**src/rtl/sync_stable_capture_pkg.sv**
```systemverilog
`default_nettype none
// ------------------------------------------------------------------
// sync_pkg : shared state encoding and sizing helpers for sync_stable_capture
// Rev 1.0
// ------------------------------------------------------------------
package sync_pkg;

  typedef enum logic [1:0] {
    IDLE   = 2'b00,
    SETTLE = 2'b01,
    HOLD   = 2'b10
  } state_t;

  localparam int GLITCH_CNT_W = 8;

  function automatic int cnt_width(input int stable_cycles);
    return $clog2(stable_cycles + 1);
  endfunction

endpackage
`default_nettype wire

```
**src/rtl/sync_stable_capture_if.sv**
```systemverilog
`default_nettype none
// ------------------------------------------------------------------
// sync_stable_capture_if : data/handshake bundle (glitchCnt with SYNC_GLITCH_COUNT_EN)
// Rev 1.0
// ------------------------------------------------------------------
interface sync_stable_capture_if
  import sync_pkg::*;
#(
  parameter int S = 8
);
  logic [S-1:0] dataIn;
  logic [S-1:0] dataOut;
  logic         dataValid;
  logic         dataReady;
  logic         overrun;
  logic         busy;
`ifdef SYNC_GLITCH_COUNT_EN
  logic [GLITCH_CNT_W-1:0] glitchCnt;
`endif

  // master: the capture block, which owns the valid side of the handshake
  modport master (
    input  dataIn,
    input  dataReady,
    output dataOut,
    output dataValid,
    output overrun,
`ifdef SYNC_GLITCH_COUNT_EN
    output glitchCnt,
`endif
    output busy
  );

  modport slave (
    output dataIn,
    output dataReady,
    input  dataOut,
    input  dataValid,
    input  overrun,
`ifdef SYNC_GLITCH_COUNT_EN
    input  glitchCnt,
`endif
    input  busy
  );

endinterface
`default_nettype wire

```
**src/rtl/sync_stable_capture_stable_run_counter.sv**
```systemverilog
`default_nettype none
// ------------------------------------------------------------------
// stable_run_counter : saturating run-length counter, done at STABLE_CYCLES-1
// Rev 1.0
// ------------------------------------------------------------------
module stable_run_counter
  import sync_pkg::*;
#(
  parameter int STABLE_CYCLES = 4
) (
  input  wire logic clk,
  input  wire logic rst,
  input  wire logic i_clear,
  input  wire logic i_load1,
  input  wire logic i_inc,
  output logic      o_done
);
  localparam int CW = cnt_width(STABLE_CYCLES);

  logic [CW-1:0] r_cnt;

  always_ff @(posedge clk or posedge rst) begin
    if (rst) begin
      r_cnt <= '0;
    end else if (i_clear) begin
      r_cnt <= '0;
    end else if (i_load1) begin
      r_cnt <= CW'(1);
    end else if (i_inc && (r_cnt < CW'(STABLE_CYCLES))) begin
      r_cnt <= r_cnt + CW'(1);
    end
  end

  assign o_done = (r_cnt == CW'(STABLE_CYCLES - 1));

endmodule
`default_nettype wire

```
**src/rtl/sync_stable_capture.sv**
```systemverilog
`default_nettype none
// ------------------------------------------------------------------
// sync_stable_capture : commits a synchronized word once stable, valid/ready out.
// Optional glitch counter enabled by SYNC_GLITCH_COUNT_EN.  Rev 1.0
// ------------------------------------------------------------------
module sync_stable_capture
  import sync_pkg::*;
#(
  parameter int S             = 8,
  parameter int STABLE_CYCLES = 4
) (
  input  wire logic              clk,
  input  wire logic              rst,
  sync_stable_capture_if.master  bus
);
  state_t       r_state;
  logic [S-1:0] r_cand;
  logic [S-1:0] r_out;
  logic         r_valid;
  logic         r_overrun;
  logic         r_busy;

  logic w_ne_out;
  logic w_ne_cand;
  logic w_done;
  logic w_clear;
  logic w_load1;
  logic w_inc;

  assign w_ne_out  = (bus.dataIn != r_out);
  assign w_ne_cand = (bus.dataIn != r_cand);

  // Counter controls mirror the FSM priority: abort/commit clear, new value loads 1
  assign w_clear = (r_state == SETTLE) && (!w_ne_out || (!w_ne_cand && w_done));
  assign w_load1 = ((r_state == IDLE) && w_ne_out)
                || ((r_state == SETTLE) && w_ne_out && w_ne_cand)
                || ((r_state == HOLD) && bus.dataReady && w_ne_out);
  assign w_inc   = (r_state == SETTLE) && w_ne_out && !w_ne_cand && !w_done;

  stable_run_counter #(
    .STABLE_CYCLES (STABLE_CYCLES)
  ) u_run_cnt (
    .clk     (clk),
    .rst     (rst),
    .i_clear (w_clear),
    .i_load1 (w_load1),
    .i_inc   (w_inc),
    .o_done  (w_done)
  );

  always_ff @(posedge clk or posedge rst) begin
    if (rst) begin
      r_state   <= IDLE;
      r_cand    <= '0;
      r_out     <= '0;
      r_valid   <= 1'b0;
      r_overrun <= 1'b0;
      r_busy    <= 1'b0;
    end else begin
      case (r_state)
        IDLE: begin
          if (w_ne_out) begin
            r_cand  <= bus.dataIn;
            r_state <= SETTLE;
            r_busy  <= 1'b1;
          end
        end
        SETTLE: begin
          if (!w_ne_out) begin
            r_state <= IDLE;
            r_busy  <= 1'b0;
          end else if (w_ne_cand) begin
            r_cand <= bus.dataIn;
          end else if (w_done) begin
            r_out   <= r_cand;
            r_valid <= 1'b1;
            r_state <= HOLD;
            r_busy  <= 1'b0;
          end
        end
        HOLD: begin
          if (bus.dataReady) begin
            r_valid <= 1'b0;
            if (w_ne_out) begin
              r_cand  <= bus.dataIn;
              r_state <= SETTLE;
              r_busy  <= 1'b1;
            end else begin
              r_state <= IDLE;
            end
          end else if (w_ne_out) begin
            r_overrun <= 1'b1;
          end
        end
        default: begin
          r_state <= IDLE;
          r_busy  <= 1'b0;
        end
      endcase
    end
  end

`ifdef SYNC_GLITCH_COUNT_EN
  logic [GLITCH_CNT_W-1:0] r_glitch;
  logic                    w_glitch;

  assign w_glitch = (r_state == SETTLE) && (!w_ne_out || w_ne_cand);

  always_ff @(posedge clk or posedge rst) begin
    if (rst) begin
      r_glitch <= '0;
    end else if (w_glitch && (r_glitch != {GLITCH_CNT_W{1'b1}})) begin
      r_glitch <= r_glitch + GLITCH_CNT_W'(1);
    end
  end

  assign bus.glitchCnt = r_glitch;
`endif

  assign bus.dataOut   = r_out;
  assign bus.dataValid = r_valid;
  assign bus.overrun   = r_overrun;
  assign bus.busy      = r_busy;

endmodule
`default_nettype wire

```
**src/flat_wrapper.sv**
```systemverilog
// flat-port wrapper written by rule: the top's interface ports become plain ports
module sync_stable_capture_flat import sync_pkg::*;
#(
  parameter int S             = 8,
  parameter int STABLE_CYCLES = 4
)
  (clk, rst, bus_dataIn, bus_dataReady, bus_dataOut, bus_dataValid, bus_overrun, bus_busy);
  sync_stable_capture_if #(.S(S)) bus_i ();
  input  wire logic clk;
  input  wire logic rst;
  input wire logic [$bits(bus_i.dataIn)-1:0] bus_dataIn;
  input wire logic [$bits(bus_i.dataReady)-1:0] bus_dataReady;
  output wire logic [$bits(bus_i.dataOut)-1:0] bus_dataOut;
  output wire logic [$bits(bus_i.dataValid)-1:0] bus_dataValid;
  output wire logic [$bits(bus_i.overrun)-1:0] bus_overrun;
  output wire logic [$bits(bus_i.busy)-1:0] bus_busy;
  assign bus_i.dataIn = bus_dataIn;
  assign bus_i.dataReady = bus_dataReady;
  assign bus_dataOut = bus_i.dataOut;
  assign bus_dataValid = bus_i.dataValid;
  assign bus_overrun = bus_i.overrun;
  assign bus_busy = bus_i.busy;
  sync_stable_capture #(.S(S), .STABLE_CYCLES(STABLE_CYCLES)) u_core (.clk(clk), .rst(rst), .bus(bus_i));
endmodule
```
**config.mk**
```make
export PLATFORM = sky130hd
export DESIGN_NAME = sync_stable_capture_flat
export DESIGN_NICKNAME = d
export VERILOG_FILES = /design/src/rtl/sync_stable_capture_pkg.sv /design/src/rtl/sync_stable_capture_if.sv /design/src/rtl/sync_stable_capture_stable_run_counter.sv /design/src/rtl/sync_stable_capture.sv /design/src/flat_wrapper.sv
export SDC_FILE = /design/constraint.sdc
export NUM_CORES = 1
export LEC_CHECK = 0
export ABC_AREA = 1
export BUFFER_PORTS_ARGS = -buffer_cell sky130_fd_sc_hd__clkbuf_2
export CORE_MARGIN = 2
export CORE_UTILIZATION = 60
export DETAILED_ROUTE_END_ITERATION = 8
export GPL_TIMING_DRIVEN = 1
export PLACE_DENSITY = 0.84
export SYNTH_ARGS = -nofsm -noshare
export SYNTH_HDL_FRONTEND = slang
export SYNTH_SLANG_ARGS = --single-unit
```
**constraint.sdc**
```tcl
create_clock -name clk -period 2.7 [get_ports clk]
set_input_delay 0.54 -clock clk [delete_from_list [all_inputs] [get_ports clk]]
set_output_delay 0.54 -clock clk [all_outputs]
set_load 0.02 [all_outputs]
```
After elaboration in Yosys (flattened, before gate mapping). Cells that the tools add are included.

Register bits: 24. Input bits: 11. Logic and storage cells: 76.

Add/subtract/negate cells: 1. Order comparisons: 1. Eq/ne operators: 13. Multiplexer cells: 26. Bitwise operators: 2. Reduce and logical (&&, ||, !) cells: 26.

Operator list (count): 8-bit 2-to-1 mux (4); 8-bit one-hot mux with 3 select lines (1); 8-bit != test (2); 4-bit AND reduction (3); 1-bit logical AND (10); 1-bit 2-to-1 mux (10); 2-bit 2-to-1 mux (5); 3-bit 2-to-1 mux (3); 2-bit by 1-bit != test with 1-bit output, second input constant (4); 3-bit != test, second input constant (2); 2-bit one-hot mux with 3 select lines (1); 3-bit AND reduction (2); 3-bit nonzero test (2); 5-bit AND reduction (1); 2-bit != test, second input constant (2); 3-bit by 1-bit adder with 3-bit output, second input constant (1); 3-bit by 2-bit equality test with 1-bit output, second input constant (1); 1-bit logical NOT (3); 1-bit logical OR (3); 3-bit less-than comparator, second input constant (1); 1-bit one-hot mux with 3 select lines (1); 2-bit by 1-bit equality test with 1-bit output, second input constant (1); 2-bit equality test, second input constant (1); 2-bit logical NOT (1); other kinds (3) (4).

Depth between registers and ports, before layout. Gate-level depths: netlist of the first run.

Word-level depth: 8. Mapped depth: 14. Mapped depth without buffers: 14.

By module. Synthesis of the first run repeated with hierarchy kept, for this count alone.

Cells, all modules: 208. Area total of the unflattened synthesis: 1507.7 µm².

By module, submodules not included: sync_stable_capture (instances 1, cells an instance 185, area each 1328.8 µm², sequential area each 525.5 µm²); stable_run_counter (instances 1, cells an instance 23, area each 178.9 µm², sequential area each 75.1 µm²).

Worst setup path after synthesis of the first run. Ideal clock, no wire load.

Path type: in2reg. Start: input port bus_dataIn[6]. End: register u_core.r_out[2] (netlist: u_core.bus.dataOut[2]). Arrival: 1398 ps. Required time: 2580 ps. Slack: 1182 ps. Stages on the path: 10. Path buffers: 1. Path through: inv_1 -> nand2_1 -> nand2_1 -> nor2_1 -> nand2_2 -> nor2_4 -> nor2_8 -> nand3_4 -> buf_8 -> a21oi_2.

Cells in the longest elaborated chain, start to end: 3. Elaborated cells on any way between the ends: 4. Classes of those cells: eq/ne (2); bitwise (1); reduce/logical (1).

RTL lines: from (decl) (line flat_wrapper.sv:11) `input wire logic [$bits(bus_i.dataIn)-1:0] bus_dataIn;`; 8-bit != test (line sync_stable_capture.sv:31) `assign w_ne_cand = (bus.dataIn != r_cand);`; 1-bit NOT (no line); 4-bit AND reduction (no line) *; to (signal assigned) (line sync_stable_capture.sv:75) `r_out <= r_cand;`; to (decl) (line sync_stable_capture.sv:18) `logic [S-1:0] r_out;`.

Every way passes the cells marked *; elsewhere a longest branch is shown, timed or not. A chain may end at the register's enable or synchronous reset.

Final worst setup path of the first run.
Start: register u_core.r_cand[5]. End: register u_core.r_out[2] (netlist: u_core.bus.dataOut[2]).

Cells in the longest elaborated chain, start to end: 3.

RTL lines: from (decl) (line sync_stable_capture.sv:17) `logic [S-1:0] r_cand;`; from (signal assigned) (line sync_stable_capture.sv:63) `r_cand <= bus.dataIn;`; from (signal assigned) (line sync_stable_capture.sv:73) `r_cand <= bus.dataIn;`; from (signal assigned) (line sync_stable_capture.sv:85) `r_cand <= bus.dataIn;`; 8-bit != test (line sync_stable_capture.sv:31); 1-bit NOT (no line); 4-bit AND reduction (no line).

No other way between the ends.

==> results.json, run 1 <==
{
  "grt-ovfl-total": 0,
  "ys_warn_count": 0,
  "totalNegativeSetupSlack_ps": 0,
  "chain_of_cells_forming_the_critical_path": "inv_1 > nand2_1 > nand2_1 > nand2_1 > nor2_2 > nand2_1 > clkinv_1 > nand3_4 > nor2_1 > a21oi_2",
  "setup_slack_ps": 1060,
  "vias": 1146,
  "initial_core_util_pct": 64.0,
  "max_cap_violations": 0,
  "dieWidth_um": 52.8,
  "nNetsFinal": 218,
  "post-dp-hpwl_mm": 1.99,
  "crit_top_cell": "sky130_fd_sc_hd__nand2_1",
  "worst_slew_margin_rel_pct": 37.9,
  "post_synth_num_cell_types": 29,
  "grt.total_usage_pct": 22.8,
  "outcome": "complete, no violations",
  "floorplan.die.height_um": 52.8,
  "power.leakage_nw": 0.825,
  "mappedNetlistNets": 194,
  "cts_hold_buffers": 0,
  "detailedRoute.firstIterationViolations": 17,
  "grt_antenna_before_repair": 0,
  "post_synth.cell_area_avg_sq_um": 7.90,
  "total_iterations_of_the_first_detailed_routing_run": 4,
  "final_common_cell": "sky130_fd_sc_hd__nand2_1",
  "drt-total-wl_mm": 2.63,
  "route.detailed.wl_per_inst_um": 11.3,
  "cts-resized-gates": 0,
  "reg_clk_slew_reported_paths_ps": 140,
  "remaining_drc_errors": 0,
  "num_cts_buffers": 3,
  "insertedDiodeCount": 0,
  "worstPathArrival_ps": 1850,
  "ir_drop_v": 0.000382,
  "via_count_of_the_first_global_routing_pass": 1103,
  "clock_sinks": 24,
  "ant_nets": 0,
  "design.die.area_sq_um": 2790,
  "post_route_clock_period_utilization_pct": 60.6,
  "rsz_0062_raised_after_global_routing": "no",
  "comb_power_share_pct": 17.2,
  "io_buffers": 21,
  "grt_max_degree": 25,
  "syn_area_sq_um": 1430,
  "worst-endpoint-required_ps": 2910,
  "yosys_register_bits": 24,
  "timing.critical_path.from_type": "register",
  "core_area_sq_um": 2230,
  "powerDensity_nw_per_um2": 497,
  "syn-instance-count": 181,
  "worst_hold_path_type": "primary input to async pin",
  "dp.cells": 228,
  "power.share.switching_pct": 27.1,
  "critPathKind": "register to register",
  "clock_insertion_delay_worst_skew_ps": 330,
  "synth_sequential_area_ratio_pct": 42.0,
  "h-tree-depth": 1,
  "dp_slack_ps": 825,
  "worst-path-max-fanout": 18,
  "clockPowerShare_pct": 33.2,
  "finalSetupViolCount": 0,
  "final_cell_mix": "sky130_fd_sc_hd__nand2_1 (57), sky130_fd_sc_hd__inv_1 (25), sky130_fd_sc_hd__dfrtp_1 (24)",
  "p_int_uw": 579,
  "p_seq_share_pct": 49.6,
  "slowest_stage": "sky130_fd_sc_hd__dfrtp_1",
  "grt_first_pass_wirelength_mm": 4.63,
  "timing.clock.skew_ps": 14.9,
  "critical-path-max-stage-delay_ps": 430,
  "layout-drive-gt1-share_pct": 25.0,
  "tritoncts_clock_tree": "yes",
  "clockRootBuffer": "sky130_fd_sc_hd__clkbuf_4",
  "finalNonFillerCells": 232,
  "core.rowCount": 17,
  "period_minus_slack_ps": 1640,
  "gpl.final_weighted_congestion": 0.780,
  "max-clock-path-buffers": 2,
  "report.final.slew_viol_count": 0,
  "endpoint_kind": "register",
  "tightestPinTransition_ps": 931,
  "floorplan.io_pins": 22,
  "fmax_mhz": 611,
  "routed_via_density": 4.94,
  "syn2layout_area_growth_pct": 11.6,
  "hold_viol_final": 0,
  "switching_power_uw": 215,
  "cts_post_setup_buffers_inserted": 0
}
## power groups by stage
stage               clock (mW)  sequential [mW]  combinational, mW
global route             0.281            0.396              0.155
global placement             0            0.400              0.134
floorplan                    0            0.406             0.0953
detailed placement           0            0.400              0.137
CTS                      0.268            0.394              0.138
finish                   0.263            0.394              0.136
## Yosys cell counts, drive strengths merged
cell | n | area (sq um)
nand2 | 61 | 239
inv | 30 | 113
dfrtp | 24 | 601
nor2 | 18 | 98.9
o21ai | 13 | 76.3
nand3 | 8 | 70.1
a21oi | 7 | 53.8
xnor2 | 7 | 61.3
buf | 2 | 26.3
ha | 2 | 25.0
nand4 | 2 | 12.5
a211oi | 1 | 7.51
a22oi | 1 | 12.5
and2 | 1 | 6.26
clkinv | 1 | 3.75
nand3b | 1 | 7.51
o21bai | 1 | 7.51
xor2 | 1 | 8.76
## critical path: cells and delay by family, from the launching register on
family | cells | cell delay [ps]
compound gates | 1 | 40
simple gates | 7 | 860
buf+inv | 2 | 190
flops | 1 | 430
## worst paths after layout
path,from,end,slack [ps],depth (start not counted)
worst max-delay path,u_core.r_cand[5],u_core.bus.dataOut[2],1060,10
worst min-delay path,rst,u_core.bus.busy,380,2
worst max register to register,u_core.r_cand[5],u_core.bus.dataOut[2],1060,10
worst min register to register,u_core.bus.overrun,u_core.bus.overrun,510,1
max in group asynchronous,rst,u_core.r_cand[3],1740,2
min in group clk,bus_dataReady,u_core.bus.dataValid,420,2
## cell families after synthesis
| logic type | Yosys count | share of synthesized area (%) |
|---|---|---|
| flops | 24 | 42.0 |
| xor+xnor | 8 | 4.90 |
| simple gates | 91 | 30.4 |
| buf+inv | 33 | 9.97 |
| fa+ha+maj | 2 | 1.75 |
| compound gates | 23 | 11.0 |
## flip-flops by register name (all words and copies together), names as in the netlist
name	flops
u_core.bus.busy	1
u_core.bus.dataOut	8
u_core.bus.dataValid	1
u_core.bus.overrun	1
u_core.r_cand	8
u_core.r_state	2
u_core.u_run_cnt.r_cnt	3
## per-layer routing
| layer | share of wire [%] | vias up | wire length, um | GRT usage (%) |
|---|---|---|---|---|
| li1 | - | 600 | - | - |
| met4 | 1.9 | 0 | 49 | 8.97 |
| met3 | 3.1 | 5 | 82 | 2.57 |
| met5 | 0 | - | 0 | 0 |
| met1 | 44 | 522 | 1160 | 27.3 |
| met2 | 51 | 19 | 1340 | 41.0 |
## area by class of cell
class	count	area [sq um]
Clock buffer	3	22.5
Inverter	31	116
Fill cell	180	637
Multi-Input combinational cell	124	687
Clock inverter	1	30.0
Timing Repair Buffer	21	105
Sequential cell	24	601
Tap cell	28	35.0
## metrics by stage
step / power [mW] / cell area, sq um / hold WS [ps] / util [%]
3_3_place_gp: 0.534 / 1540 / 460 / 69.1
4_1_cts: 0.799 / 1600 / 405 / 71.5
5_1_grt: 0.832 / 1600 / 409 / 71.5
3_5_place_dp: 0.537 / 1540 / 487 / 69.1
2_1_floorplan: 0.501 / 1430 / 453 / -
6_report: 0.794 / 1600 / 380 / 71.5
No activity file was read; power rests on OpenSTA's default activity.
==> inputs of run 2 (changes only) <==
Settings changed: CORE_UTILIZATION 60 to 50, PLACE_DENSITY 0.84 to 0.74.
Clock period 2.7 ns to 1.4 ns, I/O delays scaled along.
==> run 2 against run 1 <==
- the flow now finishes with violations (setup timing)
- final area rose by 38%
- critical path depth fell by 1
- setup slack got worse by 1300 ps
- combinational power rose to 3.4 times the previous value
- cell count rose by 21%
- core utilization rose by 9.1 points
- die area rose by 18%
- first-iteration DRC count rose to 3.0 times the previous value
- wire length rose by 66%
- critical path type unchanged
==> results.json, run 2 (synthesized netlist as in run 1, its figures left out) <==
{
  "area.sequential_sq_um": 611,
  "worst_hold_path.num_cells": 2,
  "violations": "setup timing",
  "critPathKind": "register to register",
  "fmax_mhz": 624,
  "period_minus_slack_ps": 1600,
  "setup_slack_ps": -203,
  "design.die.area_sq_um": 3300,
  "routed_via_density": 5.35,
  "dp_slack_ps": -198,
  "ir_drop_v": 0.000739,
  "outcome": "complete, but fails checks",
  "core_area_sq_um": 2730,
  "final_cell_mix": "sky130_fd_sc_hd__buf_4 (34), sky130_fd_sc_hd__nand2_1 (31), sky130_fd_sc_hd__nand2_2 (24)",
  "grt_first_pass_wirelength_mm": 6.20,
  "fillCellCount": 145,
  "worst_slew_margin_rel_pct": 78.8,
  "worst-path-max-fanout": 6,
  "reg2reg_to": "u_core.bus.dataOut[4]",
  "post-dp-hpwl_mm": 2.46,
  "total_power_mw": 1.54,
  "grt_antenna_before_repair": 0,
  "ant_nets": 0,
  "hold_end": "u_core.bus.dataValid",
  "design_area_sq_um": 2200,
  "timing.critical_path.from_type": "register",
  "insertedDiodeCount": 0,
  "syn2layout_area_growth_pct": 54.1,
  "floorplan.die.height_um": 57.5,
  "timing.clock.skew_ps": 15.8,
  "floorplan.io_pins": 22,
  "post-route-util_pct": 80.6,
  "clockRootBuffer": "sky130_fd_sc_hd__clkbuf_4",
  "powerDensity_nw_per_um2": 700,
  "place_area_sq_um": 1820,
  "number_of_cell_instances_on_the_worst_register_to_register_path": 9,
  "finalSetupViolCount": 23,
  "dieWidth_um": 57.5,
  "endpoint_kind": "register",
  "multi_input_gate_area_sq_um": 915,
  "tritoncts_clock_tree": "yes",
  "hold_viol_final": 0,
  "report.final.slew_viol_count": 0,
  "tightestPinTransition_ps": 317,
  "h-tree-depth": 1,
  "finalNonFillerCells": 280,
  "num_cts_buffers": 3,
  "dp.cells": 265,
  "post_route_clock_period_utilization_pct": 114,
  "grt.total_usage_pct": 24.8,
  "reg_clk_slew_reported_paths_ps": 140,
  "initial_core_util_pct": 52.3,
  "worstPathArrival_ps": 1840,
  "nNetsFinal": 263,
  "io_buffers": 21,
  "max_cap_violations": 0,
  "grt-ovfl-total": 0,
  "worst_hold_path_type": "primary input to register",
  "rsz_0062_raised_after_global_routing": "yes",
  "clock_sinks": 24,
  "vias": 1497,
  "route.detailed.wl_per_inst_um": 15.6,
  "power.leakage_nw": 1.07,
  "remaining_drc_errors": 0,
  "core.rowCount": 19,
  "detailedRoute.firstIterationViolations": 51,
  "gpl.final_weighted_congestion": 0.833,
  "max-clock-path-buffers": 2,
  "layout-drive-gt1-share_pct": 61.8,
  "via_count_of_the_first_global_routing_pass": 1418,
  "final_common_cell": "sky130_fd_sc_hd__buf_4",
  "clock_insertion_delay_worst_skew_ps": 330,
  "reg2reg_from": "u_core.r_cand[7]",
  "worst-endpoint-required_ps": 1640,
  "total_iterations_of_the_first_detailed_routing_run": 4,
  "reg2reg_slack_ps": -200,
  "grt_max_degree": 25,
  "worstHoldStart": "bus_dataReady",
  "drt-total-wl_mm": 4.37
}
==> run 2: changes by cell type in the layout (fill, tap and decap cells not counted), sizes merged <==
cell / before / now
buf: 0 / 44
bufinv: 1 / 0
clkbuf: 24 / 25
inv: 30 / 31
dlygate4sd3: 0 / 1
clkinv: 1 / 0
==> run 2: layout make-up <==
cell class	count	share of cell area, %
flip-flops and latches	24	27.7
repair buffers	66	22.4
inverters	31	5.39
multi-input cells	124	41.5
well taps	31	1.76
clock buffers	4	1.19
==> run 2: layer usage <==
layer / routed length [um] / share of wire [%] / GRT usage [%]
met5: 0 / 0 / 0
met4: 154 / 3.5 / 13.3
met3: 166 / 3.8 / 3.85
met2: 2320 / 53 / 43.0
met1: 1720 / 39 / 29.1
==> run 2: how the worst max path moves through the flow <==
stage	startpoint	depth (start not counted)	endpoint	slack, ps
floorplan	u_core.bus.dataOut[5]	8	u_core.bus.dataOut[2]	-30
global placement	bus_dataIn[5]	11	u_core.bus.dataOut[6]	-120
detailed placement	bus_dataIn[5]	11	u_core.bus.dataOut[3]	-200
CTS	u_core.bus.dataOut[2]	10	u_core.bus.dataOut[3]	-80
global route	u_core.r_cand[7]	9	u_core.u_run_cnt.r_cnt[0]	-280
finish	u_core.r_cand[7]	9	u_core.bus.dataOut[4]	-200
==> run 2: timing repair <==
action / CTS / global route
resized for setup: 30 / 53
gates cloned: 0 / 0
endpoints found under the setup margin: 22 / 24
endpoints found under the hold margin: 24 / 0
setup buffers: 6 / 6
pin swaps: 24 / 21
hold buffers: 1 / 0
==> run 2: stage by stage <==
| stage | TNS [ps] | hold slack (ps) |
|---|---|---|
| 3_3_place_gp | -1590 | 323 |
| 3_5_place_dp | -2630 | 328 |
| 6_report | -3480 | 164 |
| 4_1_cts | -1210 | 153 |
| 5_1_grt | -4960 | 149 |
| 2_1_floorplan | -257 | 294 |
==> run 2: critical path, stage by stage, from the launching register on <==
cell and delay, ps:
sky130_fd_sc_hd__dfrtp_1 440, sky130_fd_sc_hd__xnor2_1 150, sky130_fd_sc_hd__nand2_1 120, sky130_fd_sc_hd__nor2_4 160, sky130_fd_sc_hd__nand2_2 100, sky130_fd_sc_hd__inv_2 90
sky130_fd_sc_hd__nand3_4 120, sky130_fd_sc_hd__buf_8 170, sky130_fd_sc_hd__nor2_4 100, sky130_fd_sc_hd__a21oi_2 40
==> run 2: power by group <==
| part | internal (mW) | switching, mW |
|---|---|---|
| Sequential | 0.730 | 0.0269 |
| Combinational | 0.201 | 0.256 |
| Clock | 0.112 | 0.217 |
| Total | 1.04 | 0.500 |
